### src/rtl/ysyx_22040127_mem_arbiter.sv
// Round-robin IFU/LSU arbiter for the shared pmem port.
// One access at a time: request, wait for data, one-cycle response.
module ysyx_22040127_mem_arbiter #(
    parameter int MAX_WAIT = 16
) (
    input  logic        clk,
    input  logic        rst,
    input  logic        ifu_req_i,
    input  logic [63:0] ifu_addr_i,
    output logic        ifu_gnt_o,
    output logic        ifu_rvalid_o,
    output logic [31:0] ifu_rdata_o,
    output logic        ifu_err_o,
    input  logic        lsu_req_i,
    input  logic        lsu_we_i,
    input  logic [63:0] lsu_addr_i,
    input  logic [1:0]  lsu_size_i,
    input  logic [63:0] lsu_wdata_i,
    output logic        lsu_gnt_o,
    output logic        lsu_rvalid_o,
    output logic [63:0] lsu_rdata_o,
    output logic        lsu_err_o,
    output logic        mem_req_o,
    output logic        mem_we_o,
    output logic [63:0] mem_addr_o,
    output logic [63:0] mem_wdata_o,
    output logic [7:0]  mem_wmask_o,
    input  logic        mem_ready_i,
    input  logic        mem_rvalid_i,
    input  logic [63:0] mem_rdata_i
);
    localparam int CW = $clog2(MAX_WAIT + 1);

    typedef enum logic [1:0] {IDLE, REQ, WAIT, RESP} state_t;

    state_t        state_q;
    logic          owner_q;
    logic          last_q;
    logic          we_q;
    logic [1:0]    size_q;
    logic [63:0]   addr_q;
    logic [63:0]   wdata_q;
    logic [CW-1:0] cnt_q;
    logic [63:0]   rdata_q;
    logic          err_q;
    logic          irv_q;
    logic          lrv_q;
    logic          mreq_q;

    logic          sel_lsu;
    logic          any_gnt;
    logic [63:0]   g_addr;
    logic [1:0]    g_size;
    logic [2:0]    amask;
    logic          mis;
    logic [63:0]   rdata_d;
    logic [7:0]    wmask_d;

    // Grant selection and alignment check of the candidate request.
    always_comb begin
        sel_lsu   = lsu_req_i & (~ifu_req_i | ~last_q);
        ifu_gnt_o = (state_q == IDLE) & ~rst & ifu_req_i & ~sel_lsu;
        lsu_gnt_o = (state_q == IDLE) & ~rst & sel_lsu;
        any_gnt   = ifu_gnt_o | lsu_gnt_o;
        g_addr    = sel_lsu ? lsu_addr_i : ifu_addr_i;
        g_size    = sel_lsu ? lsu_size_i : 2'd2;
        amask     = 3'b000;
        unique case (g_size)
            2'd0: amask = 3'b000;
            2'd1: amask = 3'b001;
            2'd2: amask = 3'b011;
            2'd3: amask = 3'b111;
        endcase
        mis = |(g_addr[2:0] & amask);
    end

    // Response data: IFU takes the addressed word, LSU the shifted doubleword.
    always_comb begin
        rdata_d = '0;
        if (owner_q)
            rdata_d = mem_rdata_i >> {addr_q[2:0], 3'b000};
        else
            rdata_d = {32'b0, addr_q[2] ? mem_rdata_i[63:32] : mem_rdata_i[31:0]};
    end

    // Byte enables from size, placed at the byte offset.
    always_comb begin
        wmask_d = 8'h00;
        unique case (size_q)
            2'd0: wmask_d = 8'h01;
            2'd1: wmask_d = 8'h03;
            2'd2: wmask_d = 8'h0F;
            2'd3: wmask_d = 8'hFF;
        endcase
        wmask_d = wmask_d << addr_q[2:0];
    end

    // Access sequencer with registered request and response outputs.
    always_ff @(posedge clk or posedge rst) begin
        if (rst) begin
            state_q <= IDLE;
            owner_q <= 1'b0;
            last_q  <= 1'b0;
            we_q    <= 1'b0;
            size_q  <= 2'd0;
            addr_q  <= '0;
            wdata_q <= '0;
            cnt_q   <= '0;
            rdata_q <= '0;
            err_q   <= 1'b0;
            irv_q   <= 1'b0;
            lrv_q   <= 1'b0;
            mreq_q  <= 1'b0;
        end else begin
            unique case (state_q)
                IDLE: if (any_gnt) begin
                    owner_q <= sel_lsu;
                    last_q  <= sel_lsu;
                    addr_q  <= g_addr;
                    size_q  <= g_size;
                    we_q    <= sel_lsu & lsu_we_i;
                    wdata_q <= sel_lsu ? lsu_wdata_i : 64'd0;
                    cnt_q   <= '0;
                    if (mis) begin
                        state_q <= RESP;
                        err_q   <= 1'b1;
                        rdata_q <= '0;
                        irv_q   <= ~sel_lsu;
                        lrv_q   <= sel_lsu;
                    end else begin
                        state_q <= REQ;
                        mreq_q  <= 1'b1;
                    end
                end
                REQ: if (mem_ready_i) begin
                    mreq_q  <= 1'b0;
                    cnt_q   <= '0;
                    state_q <= WAIT;
                end
                WAIT: begin
                    if (mem_rvalid_i) begin
                        rdata_q <= rdata_d;
                        err_q   <= 1'b0;
                        irv_q   <= ~owner_q;
                        lrv_q   <= owner_q;
                        state_q <= RESP;
                    end else if (cnt_q == CW'(MAX_WAIT)) begin
                        rdata_q <= '0;
                        err_q   <= 1'b1;
                        irv_q   <= ~owner_q;
                        lrv_q   <= owner_q;
                        state_q <= RESP;
                    end else begin
                        cnt_q <= cnt_q + 1'b1;
                    end
                end
                RESP: begin
                    irv_q   <= 1'b0;
                    lrv_q   <= 1'b0;
                    err_q   <= 1'b0;
                    state_q <= IDLE;
                end
            endcase
        end
    end

    assign ifu_rvalid_o = irv_q;
    assign ifu_rdata_o  = rdata_q[31:0];
    assign ifu_err_o    = irv_q & err_q;
    assign lsu_rvalid_o = lrv_q;
    assign lsu_rdata_o  = rdata_q;
    assign lsu_err_o    = lrv_q & err_q;
    assign mem_req_o    = mreq_q;
    assign mem_we_o     = mreq_q & we_q;
    assign mem_addr_o   = {addr_q[63:3], 3'b000};
    assign mem_wdata_o  = wdata_q << {addr_q[2:0], 3'b000};
    assign mem_wmask_o  = (mreq_q & we_q) ? wmask_d : 8'h00;

endmodule

### config.mk
export PLATFORM = sky130hd
export DESIGN_NAME = ysyx_22040127_mem_arbiter
export DESIGN_NICKNAME = d
export VERILOG_FILES = /design/src/rtl/ysyx_22040127_mem_arbiter.sv
export SDC_FILE = /design/constraint.sdc
export NUM_CORES = 1
export LEC_CHECK = 0
export CORE_AREA = 2 2 199 201
export DETAILED_ROUTE_END_ITERATION = 7
export DIE_AREA = 0 0 201 203
export DONT_BUFFER_PORTS = 1
export PLACE_DENSITY = 0.54
export SLEW_MARGIN = 5
export SYNTH_ARGS = -nofsm -noshare
export SYNTH_HDL_FRONTEND = slang
export SYNTH_SLANG_ARGS = --single-unit
### constraint.sdc
create_clock -name clk -period 7.83 [get_ports clk]
set_input_delay 0.783 -clock clk [delete_from_list [all_inputs] [get_ports clk]]
set_output_delay 0.783 -clock clk [all_outputs]
set_load 0.02 [all_outputs]
# Word level (Yosys, flattened, before mapping)
# Index checks and enable logic that the tools add are counted.
# totals
ff_bits,207
in_bits,265
output_inout_bits,240
wordCells,106
# op_classes
addsub,1
n_eq_ne,17
shifts,3
n_mux,43
bitwise,16
reduce_logical,14
# op_table
operator,count
$mux W64,7
$pmux W64 S2,1
$shl A64 B6 Y64,1
$shr A64 B6 Y64,1
$mux W32,1
$pmux W8 S4,1
$mux W5,4
$mux W1,15
$pmux W5 S3,1
$eq A2 B2 Y1 const B,6
$mux W2,6
$ne A2 B2 Y1 const B,6
$pmux W3 S4,1
$reduce_and A4 Y1,3
$and A1 B1 Y1,9
$pmux W1 S3,3
$mux W8,1
$pmux W2 S4,1
$shl A8 B3 Y8,1
$eq A2 B1 Y1 const B,3
$logic_not A2 Y1,3
$reduce_bool A3 Y1,2
$add A5 B1 Y5 const B,1
$eq A5 B5 Y1 const B,1
10 further kinds,15

# Logic depth before layout (Yosys ltp)
# Gate-level depths: netlist of run 1.
# depth
word_depth,11
depth_mapped,10
depth_no_buf,7

# Least setup slack after synthesis of run 1
# OpenSTA, ideal clock, no wires.
# synth_timing
kind,flip-flop to output port
start,register addr_q[0]
end,output mem_wmask_o[5]
arrival_ps,2217
required_time_ps,7047
setup_slack_ps,4830
stages_incl_launch_ff,7
path_cell_list,dfrtp_1 > buf_2 > buf_2 > buf_1 > or2_2 > a21oi_1 > a2111oi_0
# synth_via
elab_chain_len,2
# synth_rtl
element,line_no,text
from (decl),41,logic [63:0] addr_q;
from (signal assigned),119,addr_q <= g_addr;
$shl A8 B3 Y8,95,wmask_d = wmask_d << addr_q[2:0];
$mux W8,177,assign mem_wmask_o = (mreq_q & we_q) ? wmask_d : 8'h00;
to (decl),27,"output logic [7:0] mem_wmask_o,"
# Every way passes these cells.

# Final worst setup path of run 1
# layout_timing
start,register addr_q[1]
end,output mem_wmask_o[5]
# Same word-level chain as after synthesis.

==> impl_metrics.xml, run 1 <==
<?xml version="1.0" encoding="UTF-8"?>
<metrics>
  <group name="routing">
    <metric name="route.antenna.remaining_nets" unit="">0</metric>
    <metric name="post_detailed_route_wirelength_per_cell" unit="µm">26.0</metric>
    <metric name="dr_wl_met3" unit="µm">4160</metric>
    <metric name="highest_layer" unit="">met4</metric>
    <metric name="routed_wirelength" unit="µm">50200</metric>
    <metric name="detailroute.via_count" unit="">10998</metric>
    <metric name="route.met2.wl" unit="µm">24000</metric>
    <metric name="wl_met1" unit="µm">20400</metric>
    <metric name="detailedRoute.firstIterationViolations" unit="">658</metric>
    <metric name="routed_via_density" unit="">5.70</metric>
    <metric name="detail_route.first_pass.iterations" unit="">5</metric>
    <metric name="drc" unit="">0</metric>
  </group>
  <group name="worst_hold_path">
    <metric name="hold_path_class" unit="">primary input to async pin</metric>
  </group>
  <group name="logic_synthesis">
    <metric name="synthCells" unit="">1564</metric>
    <metric name="synthDistinctLibCells" unit="">53</metric>
    <metric name="count_of_synthesis_stage_warnings_from_yosys" unit="">0</metric>
    <metric name="yosys_most_used_dff" unit="">dfrtp_1</metric>
    <metric name="ys_seq_area_frac" unit="">0.386</metric>
    <metric name="postSynth.asyncResetShare" unit="">1.00</metric>
    <metric name="synth_edf_count" unit="">0</metric>
    <metric name="synth_seq_cells" unit="">207</metric>
    <metric name="syn-mean-instance-area" unit="µm²">8.58</metric>
    <metric name="synthesis.area" unit="mm²">0.0134</metric>
  </group>
  <group name="cells_and_area">
    <metric name="area_growth" unit="%">4.20</metric>
    <metric name="final_non_filler_cell_total" unit="">1930</metric>
    <metric name="num-nets-final" unit="">1661</metric>
    <metric name="fin_util" unit="">0.364</metric>
    <metric name="mostFrequentLayoutCells" unit="">203 x dfrtp_1, 191 x nand2_1, 174 x a21oi_1, 167 x mux2i_1, 162 x nor2_1</metric>
    <metric name="final_common_cell" unit="">dfrtp_1</metric>
    <metric name="post_route_cells_drive_above_1_share" unit="">0.109</metric>
  </group>
  <group name="floorplan">
    <metric name="start_util" unit="">0.349</metric>
    <metric name="overall_die_area" unit="mm²">0.0408</metric>
    <metric name="floorplan.die.width" unit="µm">201</metric>
    <metric name="fp-row-count" unit="">72</metric>
    <metric name="coreArea" unit="mm²">0.0385</metric>
    <metric name="floorplan.die.height" unit="µm">203</metric>
    <metric name="boundaryPins" unit="">505</metric>
  </group>
  <group name="cts">
    <metric name="clockBufferDepth" unit="">3</metric>
    <metric name="clockRootBuffer" unit="">clkbuf_16</metric>
    <metric name="worstSkewPairLatency" unit="ps">550</metric>
    <metric name="clock_tree_from_tritoncts" unit="">built</metric>
    <metric name="post_cts_resize_count" unit="">0</metric>
    <metric name="cts.htree.levels" unit="">1</metric>
    <metric name="postCtsHoldBufs" unit="">0</metric>
    <metric name="cts.sinks" unit="">207</metric>
    <metric name="cts_post_setup_buffers_inserted" unit="">0</metric>
    <metric name="worst_setup_hold_path_clk_slew" unit="ps">60</metric>
    <metric name="cts_buffers" unit="">26</metric>
  </group>
  <group name="timing">
    <metric name="achievable-frequency" unit="MHz">222</metric>
    <metric name="hold_viol" unit="">0</metric>
    <metric name="final.setup.worst_slack" unit="ps">3320</metric>
    <metric name="relSlewSlack" unit="">0.233</metric>
    <metric name="setup_repair_after_global_routing_missed_its_margin" unit="">no</metric>
    <metric name="timing.final.crit_share" unit="">0.576</metric>
    <metric name="min_period" unit="ps">4510</metric>
    <metric name="timing.setup.tns" unit="ps">0</metric>
    <metric name="final-max-slew-violation-count" unit="">0</metric>
    <metric name="max_slew.worst_pin.slew" unit="ps">1150</metric>
    <metric name="setup-violations-final" unit="">0</metric>
    <metric name="timing.clock.skew" unit="ps">15.4</metric>
  </group>
  <group name="global_routing">
    <metric name="gr-usage-all-layers" unit="">0.237</metric>
    <metric name="maximum_number_of_pins_on_one_net_before_global_route_repair" unit="">97</metric>
    <metric name="antenna_found_initial" unit="">3</metric>
    <metric name="grt_pass1_vias" unit="">10880</metric>
    <metric name="grt_overflow_total" unit="">0</metric>
    <metric name="global_route_wire_length_before_repair" unit="µm">73200</metric>
  </group>
  <group name="setup_path">
    <metric name="r2r_slack" unit="ps">3940</metric>
    <metric name="number_of_buffer_and_inverter_instances_along_the_worst_setup_path" unit="">2</metric>
    <metric name="critPathTopFamily" unit="">flip-flops</metric>
    <metric name="critical_path.startpoint_type" unit="">register</metric>
    <metric name="criticalPathCategory" unit="">register to output pin</metric>
    <metric name="critical_path.reg2reg.endpoint" unit="">lsu_rdata_o[17]</metric>
    <metric name="max_stage_delay_cell_worst_path" unit="">dfrtp_4</metric>
    <metric name="cp.depth" unit="">5</metric>
    <metric name="critPathCaptureType" unit="">output pin</metric>
    <metric name="critPathArrivalTime" unit="ps">3720</metric>
    <metric name="worst_r2r_path_depth" unit="">7</metric>
    <metric name="worstPathRequired" unit="ps">7050</metric>
    <metric name="critical-path-max-stage-delay" unit="ps">1070</metric>
    <metric name="critPathMostFrequentCell" unit="">buf_4</metric>
    <metric name="crit_path_cell_trace" unit="">buf_4, or2_2, a21oi_1, a2111oi_1, buf_4</metric>
    <metric name="path_max_fanout" unit="">65</metric>
    <metric name="r2r_start" unit="">last_q</metric>
  </group>
  <group name="power">
    <metric name="worst_ir_drop_vdd" unit="V">0.000206</metric>
    <metric name="p_leak" unit="nW">6.04</metric>
    <metric name="power_per_cell_area" unit="mW/mm²">457</metric>
  </group>
  <group name="outcome">
    <metric name="outcome" unit="">finished, final reports clean</metric>
  </group>
  <group name="placed_design">
    <metric name="placement.setup.worst_slack" unit="ps">3560</metric>
    <metric name="detailed_place_hpwl" unit="µm">36700</metric>
    <metric name="io_buffer_count" unit="">0</metric>
    <metric name="gp_congestion" unit="">0.964</metric>
    <metric name="dp.cells" unit="">1879</metric>
  </group>
  <group name="flow_run">
    <metric name="drv_cap" unit="">0</metric>
  </group>
</metrics>
[power by group]
part | switching (mW) | internal [mW] | total, mW
sequential | 0.917 | 1.45 | 2.36
combinational | 1.74 | 0.963 | 2.70
clock | 0.498 | 0.833 | 1.33
total | 3.15 | 3.24 | 6.39
[worst reg2reg max path, stage by stage, from the launching register on]
cell and delay (ps):
dfrtp_2 440, a21boi_4 440, buf_4 790, or3_4 340, a32oi_4 110, buf_4 270, nor2_2 930, mux2_2 430
[cell usage after synthesis, drive strengths merged, types with 6 or more instances]
cell	n	area (µm²)
mux2	60	676
inv	16	60.1
or2	6	37.5
clkbuf	80	302
o211ai	6	45.0
mux2i	167	1670
and2	20	125
a21oi	174	871
o21ai	148	741
o22ai	22	138
o31ai	18	135
ha	7	87.6
buf	147	965
a22o	15	131
nand2b	6	37.5
a211oi	11	82.6
a221oi	18	158
nor2b	14	87.6
nor2	164	618
dfrtp	207	5180
nand2	192	721
nor3	14	70.1
nand3	6	30.0
[layer usage]
layer,vias to the layer above,GRT usage
li1,5037,-
met4,0,0.0762
met3,81,0.0666
met1,5344,0.296
met5,-,0
met2,536,0.397
[layout make-up]
type / instances / area, µm²
fillers: 4047 / 24500
multi-input cells: 1116 / 6950
repair buffers: 22 / 165
well taps: 518 / 648
flip-flops and latches: 207 / 5190
clock inverters: 11 / 196
diodes: 3 / 7.51
inverters: 16 / 67.6
clock buffers: 37 / 752
[registers in the layout (all words and copies together) (netlist names)]
register and flops:
addr_q 64, cnt_q 5, err_q 1, ifu_rvalid_o 1, last_q 1, lsu_rdata_o 64
lsu_rvalid_o 1, mem_req_o 1, size_q 2, state_q 2, wdata_q 64, we_q 1
[kinds of logic after synthesis]
| family | count (synthesis) | share of synthesized area |
|---|---|---|
| AOI/OAI and AO/OA | 448 | 0.197 |
| and+or+nand+nor | 429 | 0.133 |
| buffers and inverters | 243 | 0.0988 |
| muxes | 229 | 0.178 |
| DFF | 207 | 0.386 |
| adders and majority gates | 7 | 0.00653 |
| other | 1 | 0.000279 |
[per-stage QoR]
| stage | cell area, µm² | power, mW | hold WS [ps] |
|---|---|---|---|
| 2_1_floorplan | 13400 | 4.63 | 486 |
| 3_3_place_gp | 13000 | 5.03 | 514 |
| 3_5_place_dp | 13000 | 5.08 | 524 |
| 4_1_cts | 14000 | 6.44 | 199 |
| 5_1_grt | 14000 | 6.79 | 234 |
| 6_report | 14000 | 6.39 | 206 |
[how the worst max path moves through the flow]
stage | endpoint | slack, ps | startpoint
2_1_floorplan | addr_q[0] | 1390 | rst
3_3_place_gp | lsu_gnt_o | 3610 | lsu_req_i
3_5_place_dp | lsu_gnt_o | 3560 | lsu_req_i
4_1_cts | mem_wmask_o[6] | 3270 | addr_q[1]
5_1_grt | lsu_gnt_o | 3090 | last_q
6_report | mem_wmask_o[5] | 3320 | addr_q[1]
No activity file was read; power rests on OpenSTA's default activity.
==> run 2, diff against run 1 <==
- PLACE_DENSITY: 0.54 -> 0.55
- clock period: 7.83 -> 4.1 ns (I/O delays scaled with it)
==> run 2 against run 1 <==
Clock power grew 96%. First-iteration DRC count grew 44%. Setup slack lost 2800 ps. Sequential power grew 92%. Hold slack lost 180 ps. Sequential share of layout area shrank 1.9 points. Critical path type unchanged. Largest cell class unchanged. Highest routed layer unchanged.
==> impl_metrics.xml, run 2 (synthesis gave the netlist of run 1 again) <==
<?xml version="1.0" encoding="UTF-8"?>
<metrics>
  <group name="outcome">
    <metric name="outcome" unit="">finished, final reports clean</metric>
  </group>
  <group name="floorplan">
    <metric name="floorplan.die.height" unit="µm">203</metric>
    <metric name="boundaryPins" unit="">505</metric>
    <metric name="floorplan.die.width" unit="µm">201</metric>
    <metric name="coreArea" unit="mm²">0.0385</metric>
    <metric name="start_util" unit="">0.349</metric>
    <metric name="fp-row-count" unit="">72</metric>
    <metric name="overall_die_area" unit="mm²">0.0408</metric>
  </group>
  <group name="cts">
    <metric name="clockRootBuffer" unit="">clkbuf_16</metric>
    <metric name="post_cts_resize_count" unit="">0</metric>
    <metric name="cts.htree.levels" unit="">1</metric>
    <metric name="clock_tree_from_tritoncts" unit="">built</metric>
    <metric name="worstSkewPairLatency" unit="ps">560</metric>
    <metric name="worst_setup_hold_path_clk_slew" unit="ps">60</metric>
    <metric name="clockBufferDepth" unit="">3</metric>
    <metric name="cts.sinks" unit="">207</metric>
    <metric name="cts_buffers" unit="">27</metric>
  </group>
  <group name="timing">
    <metric name="achievable-frequency" unit="MHz">278</metric>
    <metric name="min_period" unit="ps">3590</metric>
    <metric name="timing.clock.skew" unit="ps">18.5</metric>
    <metric name="setup-violations-final" unit="">0</metric>
    <metric name="max_slew.worst_pin.slew" unit="ps">1150</metric>
    <metric name="finalHoldWorstSlack" unit="ps">29.6</metric>
    <metric name="hold_viol" unit="">0</metric>
    <metric name="final-max-slew-violation-count" unit="">0</metric>
    <metric name="setup_repair_after_global_routing_missed_its_margin" unit="">no</metric>
    <metric name="relSlewSlack" unit="">0.231</metric>
    <metric name="timing.final.crit_share" unit="">0.876</metric>
    <metric name="timing.setup.tns" unit="ps">0</metric>
  </group>
  <group name="power">
    <metric name="p_leak" unit="nW">6.38</metric>
    <metric name="power.clock.fraction" unit="">0.211</metric>
    <metric name="power_switching_share" unit="">0.492</metric>
    <metric name="switchingPower" unit="mW">6.08</metric>
    <metric name="power_per_cell_area" unit="mW/mm²">838</metric>
    <metric name="worst_ir_drop_vdd" unit="V">0.000361</metric>
    <metric name="power_frac_seq" unit="">0.365</metric>
    <metric name="totalPowerFinal" unit="mW">12.4</metric>
    <metric name="cell_internal_pwr" unit="mW">6.28</metric>
    <metric name="p_comb_frac" unit="">0.424</metric>
  </group>
  <group name="routing">
    <metric name="detailroute.via_count" unit="">11482</metric>
    <metric name="routed_wirelength" unit="µm">50200</metric>
    <metric name="drc" unit="">0</metric>
    <metric name="route.antenna.remaining_nets" unit="">0</metric>
    <metric name="route.met2.wl" unit="µm">24200</metric>
    <metric name="wl_met1" unit="µm">20400</metric>
    <metric name="routed_via_density" unit="">5.72</metric>
    <metric name="highest_layer" unit="">met4</metric>
    <metric name="detail_route.first_pass.iterations" unit="">5</metric>
    <metric name="dr_wl_met3" unit="µm">4180</metric>
    <metric name="post_detailed_route_wirelength_per_cell" unit="µm">25.0</metric>
    <metric name="detailedRoute.firstIterationViolations" unit="">947</metric>
  </group>
  <group name="placed_design">
    <metric name="gp_congestion" unit="">0.952</metric>
    <metric name="detailed_place_hpwl" unit="µm">36600</metric>
    <metric name="io_buffer_count" unit="">0</metric>
  </group>
  <group name="global_routing">
    <metric name="antenna_found_initial" unit="">4</metric>
    <metric name="gr-usage-all-layers" unit="">0.235</metric>
    <metric name="grt_pass1_vias" unit="">10970</metric>
    <metric name="maximum_number_of_pins_on_one_net_before_global_route_repair" unit="">115</metric>
    <metric name="grt_overflow_total" unit="">0</metric>
    <metric name="global_route_wire_length_before_repair" unit="µm">73100</metric>
  </group>
  <group name="setup_path">
    <metric name="critical-path-max-stage-delay" unit="ps">910</metric>
    <metric name="critPathCaptureType" unit="">output pin</metric>
    <metric name="path_max_fanout" unit="">52</metric>
    <metric name="cp-startpoint" unit="">addr_q[1]</metric>
    <metric name="critical_path.startpoint_type" unit="">register</metric>
    <metric name="max_stage_delay_cell_worst_path" unit="">dfrtp_4</metric>
    <metric name="critPathTopFamily" unit="">flip-flops</metric>
    <metric name="critPathArrivalTime" unit="ps">3180</metric>
    <metric name="criticalPathCategory" unit="">register to output pin</metric>
    <metric name="r2r_slack" unit="ps">1020</metric>
    <metric name="number_of_buffer_and_inverter_instances_along_the_worst_setup_path" unit="">1</metric>
    <metric name="worstPathRequired" unit="ps">3690</metric>
    <metric name="r2r_start" unit="">state_q[0]</metric>
    <metric name="crit_path_cell_trace" unit="">buf_4, mux2i_1, nor2_1, a21oi_1, o21ai_0</metric>
  </group>
  <group name="flow_run">
    <metric name="drv_cap" unit="">0</metric>
  </group>
  <group name="cells_and_area">
    <metric name="num-nets-final" unit="">1735</metric>
    <metric name="post_route_cells_drive_above_1_share" unit="">0.114</metric>
    <metric name="final_common_cell" unit="">dfrtp_1</metric>
    <metric name="mostFrequentLayoutCells" unit="">203 x dfrtp_1, 191 x nand2_1, 174 x a21oi_1, 167 x mux2i_1, 162 x nor2_1</metric>
    <metric name="fill_cells" unit="">3934</metric>
    <metric name="area_growth" unit="%">9.93</metric>
  </group>
  <group name="worst_hold_path">
    <metric name="hold_path_class" unit="">primary input to register</metric>
    <metric name="holdCritStartpoint" unit="">lsu_wdata_i[55]</metric>
  </group>
</metrics>
==> run 2: final cells by class <==
class / count / area, µm² / share of cell area
clock buffers: 37 / 803 / 0.0544
flip-flops and latches: 207 / 5190 / 0.352
inverters: 16 / 63.8 / 0.00433
diodes: 4 / 10.0 / 0.000678
repair buffers: 95 / 898 / 0.0609
well taps: 518 / 648 / 0.0439
clock inverters: 13 / 180 / 0.0122
multi-input cells: 1116 / 6960 / 0.472
==> run 2: through the flow <==
step	worst slack, ps	util	cell area [µm²]	instances
2_1_floorplan	1000	-	13400	1566
3_3_place_gp	1170	0.341	13100	1888
3_5_place_dp	1120	0.341	13100	1888
4_1_cts	539	0.383	14700	2002
5_1_grt	384	0.384	14800	2006
6_report	508	0.384	14800	2006
==> run 2: power groups by stage <==
stage,sequential [mW],combinational (mW),clock [mW]
finish,4.52,5.25,2.61
global route,4.63,5.73,2.75
CTS,4.54,5.21,2.68
detailed placement,4.57,5.15,0
global placement,4.57,5.07,0
floorplan,3.36,5.49,0
==> run 2: final timing paths <==
| check | to | cells past startpoint |
|---|---|---|
| min in group asynchronous | addr_q[53] | 2 |
| setup / recovery | mem_wdata_o[37] | 5 |
| setup reg to reg | lsu_rdata_o[2] | 8 |
| hold / removal | wdata_q[55] | 2 |
| max in group asynchronous | we_q | 3 |
| hold reg to reg | err_q | 1 |
==> run 2: layer usage <==
| layer | vias up | track usage |
|---|---|---|
| met5 | - | 0 |
| met2 | 637 | 0.394 |
| met3 | 83 | 0.0477 |
| met1 | 5570 | 0.304 |
| met4 | 0 | 0.0746 |
| li1 | 5192 | - |
==> run 2: timing repair <==
action,CTS,global route
hold buffers,64,0
hold endpoints to repair,80,0
setup buffers,0,0
